<file path="src/rtl/flop_arb.sv">
// Round-robin arbiter sharing one W-bit register among four requesters; loads owner data, pulses ack.
// Latency: grant one edge after req seen in IDLE, data lands on the next edge, ack for one cycle after.
// Backpressure: none; a requester holds req until acked, dropping it during GRANT aborts the write.
module flop_arb #(
  parameter int W  = 4,
  parameter int CW = 8
) (
  input  logic            c,
  input  logic            r,
  input  logic [3:0]      req,
  input  logic [4*W-1:0]  d,
  input  logic            clr,
  output logic [3:0]      gnt,
  output logic [3:0]      ack,
  output logic [W-1:0]    q,
  output logic            busy,
  output logic [CW-1:0]   cnt
);

  typedef enum logic [1:0] {IDLE, GRANT, WRITE} state_t;

  state_t        state, state_nx;
  logic [1:0]    ptr, ptr_nx;
  logic [1:0]    owner, owner_nx;
  logic [W-1:0]  q_nx;
  logic [CW-1:0] cnt_nx;
  logic [1:0]    win;
  logic          win_vld;
  logic [1:0]    idx;

  // Pick the first requester at or after ptr, wrapping modulo 4.
  always_comb begin
    win     = ptr;
    win_vld = 1'b0;
    idx     = ptr;
    for (int i = 0; i < 4; i++) begin
      idx = ptr + 2'(i);
      if (!win_vld && req[idx]) begin
        win     = idx;
        win_vld = 1'b1;
      end
    end
  end

  // Next-state logic; clr always wins over any load of q.
  always_comb begin
    state_nx = state;
    ptr_nx   = ptr;
    owner_nx = owner;
    q_nx     = q;
    cnt_nx   = cnt;
    case (state)
      IDLE: begin
        if (win_vld) begin
          owner_nx = win;
          state_nx = GRANT;
        end
      end
      GRANT: begin
        if (!req[owner]) begin
          // Owner withdrew: nothing lands, pointer stays so it keeps its turn.
          state_nx = IDLE;
        end else if (clr) begin
          // Write is swallowed by the clear but the turn is still consumed.
          ptr_nx   = owner + 2'd1;
          state_nx = IDLE;
        end else begin
          q_nx     = d[owner*W +: W];
          state_nx = WRITE;
        end
      end
      WRITE: begin
        ptr_nx   = owner + 2'd1;
        cnt_nx   = cnt + CW'(1);
        state_nx = IDLE;
      end
      default: state_nx = IDLE;
    endcase
    if (clr) q_nx = '0;
  end

  // State register; reset drops any transaction in flight.
  always_ff @(posedge c or negedge r) begin
    if (!r) begin
      state <= IDLE;
      ptr   <= 2'd0;
      owner <= 2'd0;
      q     <= '0;
      cnt   <= '0;
    end else begin
      state <= state_nx;
      ptr   <= ptr_nx;
      owner <= owner_nx;
      q     <= q_nx;
      cnt   <= cnt_nx;
    end
  end

  // Outputs decoded from registered state so reset clears them immediately.
  assign busy = (state != IDLE);
  assign gnt  = busy ? (4'b0001 << owner) : 4'b0000;
  assign ack  = (state == WRITE) ? (4'b0001 << owner) : 4'b0000;

endmodule

</file>
<file path="config.mk">
export PLATFORM = sky130hd
export DESIGN_NAME = flop_arb
export DESIGN_NICKNAME = d
export VERILOG_FILES = /design/src/rtl/flop_arb.sv
export SDC_FILE = /design/constraint.sdc
export NUM_CORES = 1
export LEC_CHECK = 0
export ABC_AREA = 1
export BUFFER_PORTS_ARGS = -buffer_cell sky130_fd_sc_hd__buf_2
export CAP_MARGIN = 25
export CORE_MARGIN = 1.5
export CORE_UTILIZATION = 56
export CTS_BUF_LIST = sky130_fd_sc_hd__clkbuf_8
export DETAILED_ROUTE_END_ITERATION = 10
export HOLD_SLACK_MARGIN = 0.06
export PLACE_DENSITY_LB_ADDON = 0.08
export SETUP_SLACK_MARGIN = 0.1
export SYNTH_ARGS = -nofsm -noshare
export SYNTH_HDL_FRONTEND = slang
export SYNTH_SLANG_ARGS = --single-unit
export TNS_END_PERCENT = 50
</file>
<file path="constraint.sdc">
create_clock -name c -period 2.7 [get_ports c]
set_input_delay 0.27 -clock c [delete_from_list [all_inputs] [get_ports c]]
set_output_delay 0.27 -clock c [all_outputs]
set_load 0.05 [all_outputs]
</file>
# --- After elaboration in Yosys (flattened, before gate mapping) ---
# Index checks and enable logic that the tools add are counted.
classes:
  n_reduce_logical: 14
  add_sub_neg: 5
  muxes: 29
  shifts: 2
  n_lt_le_gt_ge: 5
  eq_ne: 5
op_table:
  columns: ["operator", "n"]
  rows:
  - ["4-bit 2-to-1 mux", 5]
  - ["2-bit 2-to-1 mux", 8]
  - ["16-bit by 5-bit indexed part select with 4-bit output", 1]
  - ["2-bit by 3-bit < comparator with 1-bit output (second input constant)", 5]
  - ["1-bit binary-select mux with 2-bit select", 5]
  - ["1-bit 2-to-1 mux", 9]
  - ["8-bit by 1-bit adder with 8-bit output (second input constant)", 1]
  - ["2-bit one-hot mux with 2 select lines", 2]
  - ["2-bit nonzero test", 4]
  - ["2-bit inequality test (second input constant)", 3]
  - ["2-bit by 1-bit adder with 2-bit output (second input constant)", 2]
  - ["2-bit adder (second input constant)", 2]
  - ["2-bit AND reduction", 2]
  - ["1-bit by 2-bit << shifter with 4-bit output (first input constant)", 1]
  - ["1-bit logical AND", 3]
  - ["1-bit zero test", 3]
  - ["3-bit AND reduction", 1]
  - ["2-bit by 1-bit equality test with 1-bit output (second input constant)", 1]
  - ["2-bit equality test (second input constant)", 1]
  - ["2-bit zero test", 1]
totals:
  reg_bits: 18

# --- Logic depth before layout (Yosys ltp) ---
logic_depth:
  ltp_word: 14
  ltp_mapped: 15
  ltp_nobuf: 14

# --- Least setup slack after synthesis ---
# Ideal clock, no wire load.
synth_path:
  path_kind: "register to output"
  start: "register owner[0]"
  end: "output port ack[0]"
  path_slack_ns: 0.776
  arrival_time_ns: 1.654
  stages_incl_launch_ff: 6
  required_ns: 2.430
  path_cell_list: "dfrtp_1 -> inv_1 -> clkbuf_1 -> ha_1 -> inv_1 -> nor2_1"
synth_via:
  elab_chain_cells: 2
synth_lines:
  columns: ["item", "line", "rtl"]
  rows:
  - ["start: declaration", "24", "logic [1:0] owner, owner_nx;"]
  - ["start signal: assignment", "93", "owner <= owner_nx;"]
  - ["1-bit by 2-bit << shifter with 4-bit output", "102", "assign ack = (state == WRITE) ? (4'b0001 << owner) : 4'b0000;"]
  - ["4-bit 2-to-1 mux", "102", null]
  - ["end: declaration", "14", "output logic [3:0] ack,"]
# Every way passes these cells.

# --- Worst setup path after layout ---
layout_path:
  start: "register owner[0]"
  end: "output port gnt[2]"
layout_via:
  elab_chain_cells: 2
layout_lines:
  columns: ["item", "line", "rtl"]
  rows:
  - ["1-bit by 2-bit << shifter with 4-bit output", "101", "assign gnt = busy ? (4'b0001 << owner) : 4'b0000;"]
  - ["4-bit 2-to-1 mux", "101", null]
  - ["end: declaration", "13", "output logic [3:0] gnt,"]
# Every way passes these cells.

==> impl_metrics.json <==
{
  "p_int_mw": 0.861,
  "fin_cells": 246,
  "fin_util": 0.723,
  "fin_tns_setup_ns": 0,
  "ys.warnings.count": 0,
  "fin_crit_ns": 2.00,
  "path_buf_inv": 3,
  "pwr-share-clk": 0.109,
  "timing.final.crit_share": 0.739,
  "rows": 17,
  "synth_cell_types": 25,
  "min_to": "q[2]",
  "clk_pin_slew_ns": 0.07,
  "grt-ovfl-total": 0,
  "hpwl_microns": 2300,
  "io_pins": 44,
  "seq_power_share": 0.241,
  "swShare": 0.569,
  "antennaDiodeCount": 0,
  "crit_chain": "inv_1 > ha_1 > inv_1 > nor2_1 > buf_2",
  "hold_violations": 0,
  "numPortBuffers": 43,
  "antenna_found_initial": 0,
  "setup_viol": 0,
  "h-tree-depth": 1,
  "crit_type": "reg2out",
  "first_pass_iters": 4,
  "finalWeightedCongestion": 0.834,
  "drive_above_1_share": 0.326,
  "syn_nets": 201,
  "area_growth_pct": 22.4,
  "r2r_end": "ptr[0]",
  "die_h_microns": 51.3,
  "viasPerCell": 5.07,
  "ant_nets": 0,
  "routed_wl_microns": 2850,
  "power.density_nw_per_um2": 1250,
  "multiInputGateArea_sq_um": 741,
  "final_cell_mix": "43 x nand2_1, 43 x buf_2, 20 x nor2_1",
  "switching_power_mw": 1.14,
  "dp_slack_ns": 0.963,
  "reg2reg_slack_ns": 0.92,
  "timing.rr.start": "owner[0]",
  "dieArea_sq_um": 2630,
  "synth.top_cells.by_area": "dfrtp_1 34%, nand2_1 12%, nand2_4 6.0%",
  "worst_pin_slew_ns": 0.394,
  "skew_ns": 0.00180,
  "comb_power_share": 0.650,
  "slowest_stage": "dfrtp_1",
  "drt_iter0_markers": 20,
  "power_leakage_nw": 0.901,
  "coreArea_sq_um": 2210,
  "yosysTopAreaCellShare": 0.345,
  "seq_area_frac_synth": 0.345,
  "slew_violations": 0,
  "cp.required_ns": 2.43,
  "clock_latency_ns": 0.25,
  "rsz0062_at_grt": "no",
  "grt_usage": 0.245,
  "cts_max_path_buffers": 2,
  "grt_pass1_wl_microns": 4940,
  "holdPathStages": 4,
  "fmax_ghz": 0.501,
  "worstPathArrival_ns": 1.73,
  "cap_viol_max_count": 0,
  "regArea_sq_um": 450,
  "status": "complete, no violations",
  "grt_pass1_vias": 1167,
  "syn_area_sq_um": 1310,
  "post-cts-setup-buffer-count": 0,
  "cp_common_cell": "inv_1",
  "cp-end-kind": "output port",
  "fill_cells": 189,
  "fin_ws_ns": 0.705,
  "route.vias.total": 1246,
  "slew_headroom": 0.736,
  "cp_max_fo": 14,
  "cp_top_family": "buffers and inverters",
  "root_buffer": "clkbuf_8",
  "post_synth.cell_area_avg_sq_um": 7.55,
  "cts.sinks": 18,
  "worst_hold_slack_ns": 0.368,
  "yosysTopAreaCell": "dfrtp_1",
  "ys_ff_latch": 18,
  "reg2reg_depth": 6,
  "num-nets-final": 247,
  "start_kind": "flip-flop",
  "wire_per_inst_microns": 11.6,
  "cts_buffers": 3,
  "max_stage_delay_ns": 0.52,
  "syn_inst": 173,
  "peakVddDrop_mv": 0.821,
  "initial_core_util": 0.590,
  "drc": 0,
  "cts_tree": "built",
  "grt_max_degree": 19,
  "die_x_microns": 51.3,
  "hp-class": "in2reg",
  "place_inst": 241,
  "hold_start": "clr"
}
## repair_timing
action,CTS,global route
endpoints found under the hold margin,18,0
resized for setup,0,0
hold buffers,1,0
endpoints found under the setup margin,0,0
## synth_stat cells, drive strengths merged
cell / n
xnor2: 3
ha: 5
a21oi: 1
nand3: 14
nand4: 3
nor3: 1
clkbuf: 1
xor2: 4
dfrtp: 18
o21ai: 16
nor2: 22
nand2: 56
o22ai: 5
inv: 22
buf: 2
## cell type report
class                           instances  share of cell area
Clock buffer                            4              0.0344
Multi-Input combinational cell        130               0.463
Inverter                               22              0.0579
Sequential cell                        18               0.282
Tap cell                               28              0.0219
Timing Repair Buffer                   44               0.141
## how the worst max path moves through the flow
stage / from / end / depth (start not counted)
finish: owner[0] / gnt[2] / 5
global route: owner[0] / ack[0] / 5
CTS: owner[0] / gnt[2] / 5
detailed placement: owner[0] / ptr[0] / 6
global placement: owner[0] / ptr[1] / 6
floorplan: owner[0] / ack[0] / 5
## cells by family (layout without fill, tap and decap cells)
| family | Yosys count | in the layout | synth area share |
|---|---|---|---|
| and+or+nand+nor | 96 | 96 | 0.366 |
| buffers and inverters | 25 | 70 | 0.0881 |
| AOI/OAI and AO/OA | 22 | 22 | 0.106 |
| DFF | 18 | 18 | 0.345 |
| xor gates and xnor gates | 7 | 7 | 0.0469 |
| adders and majority gates | 5 | 5 | 0.0479 |
## through the flow
stage | power (mW) | area (sq um)
4_1_cts | 2.01 | 1600
3_5_place_dp | 1.79 | 1530
3_3_place_gp | 1.75 | 1530
6_report | 2.00 | 1600
5_1_grt | 2.16 | 1600
2_1_floorplan | 1.56 | 1310
## sequential cells by signal, indices dropped and copies added, names as in the netlist
name,count
cnt,8
owner,2
state,2
q,4
ptr,2
## worst min-delay path, delay by kind of cell
family	cells	cell delay (ns)
buffers and inverters	2	0.16
AND/OR/NAND/NOR	2	0.15
## power groups by stage
stage	sequential (mW)	combinational [mW]	clock, mW
finish	0.481	1.30	0.217
global route	0.499	1.43	0.229
CTS	0.480	1.31	0.222
detailed placement	0.485	1.30	0
global placement	0.480	1.27	0
floorplan	0.598	0.957	0
## layer usage
metal,vias up,track usage,routed length (microns)
met5,-,0,0
met4,0,0.0702,21
met3,4,0.0263,135
met2,39,0.446,1470
met1,565,0.304,1230
li1,638,-,-
No activity file was read; power rests on OpenSTA's default activity.
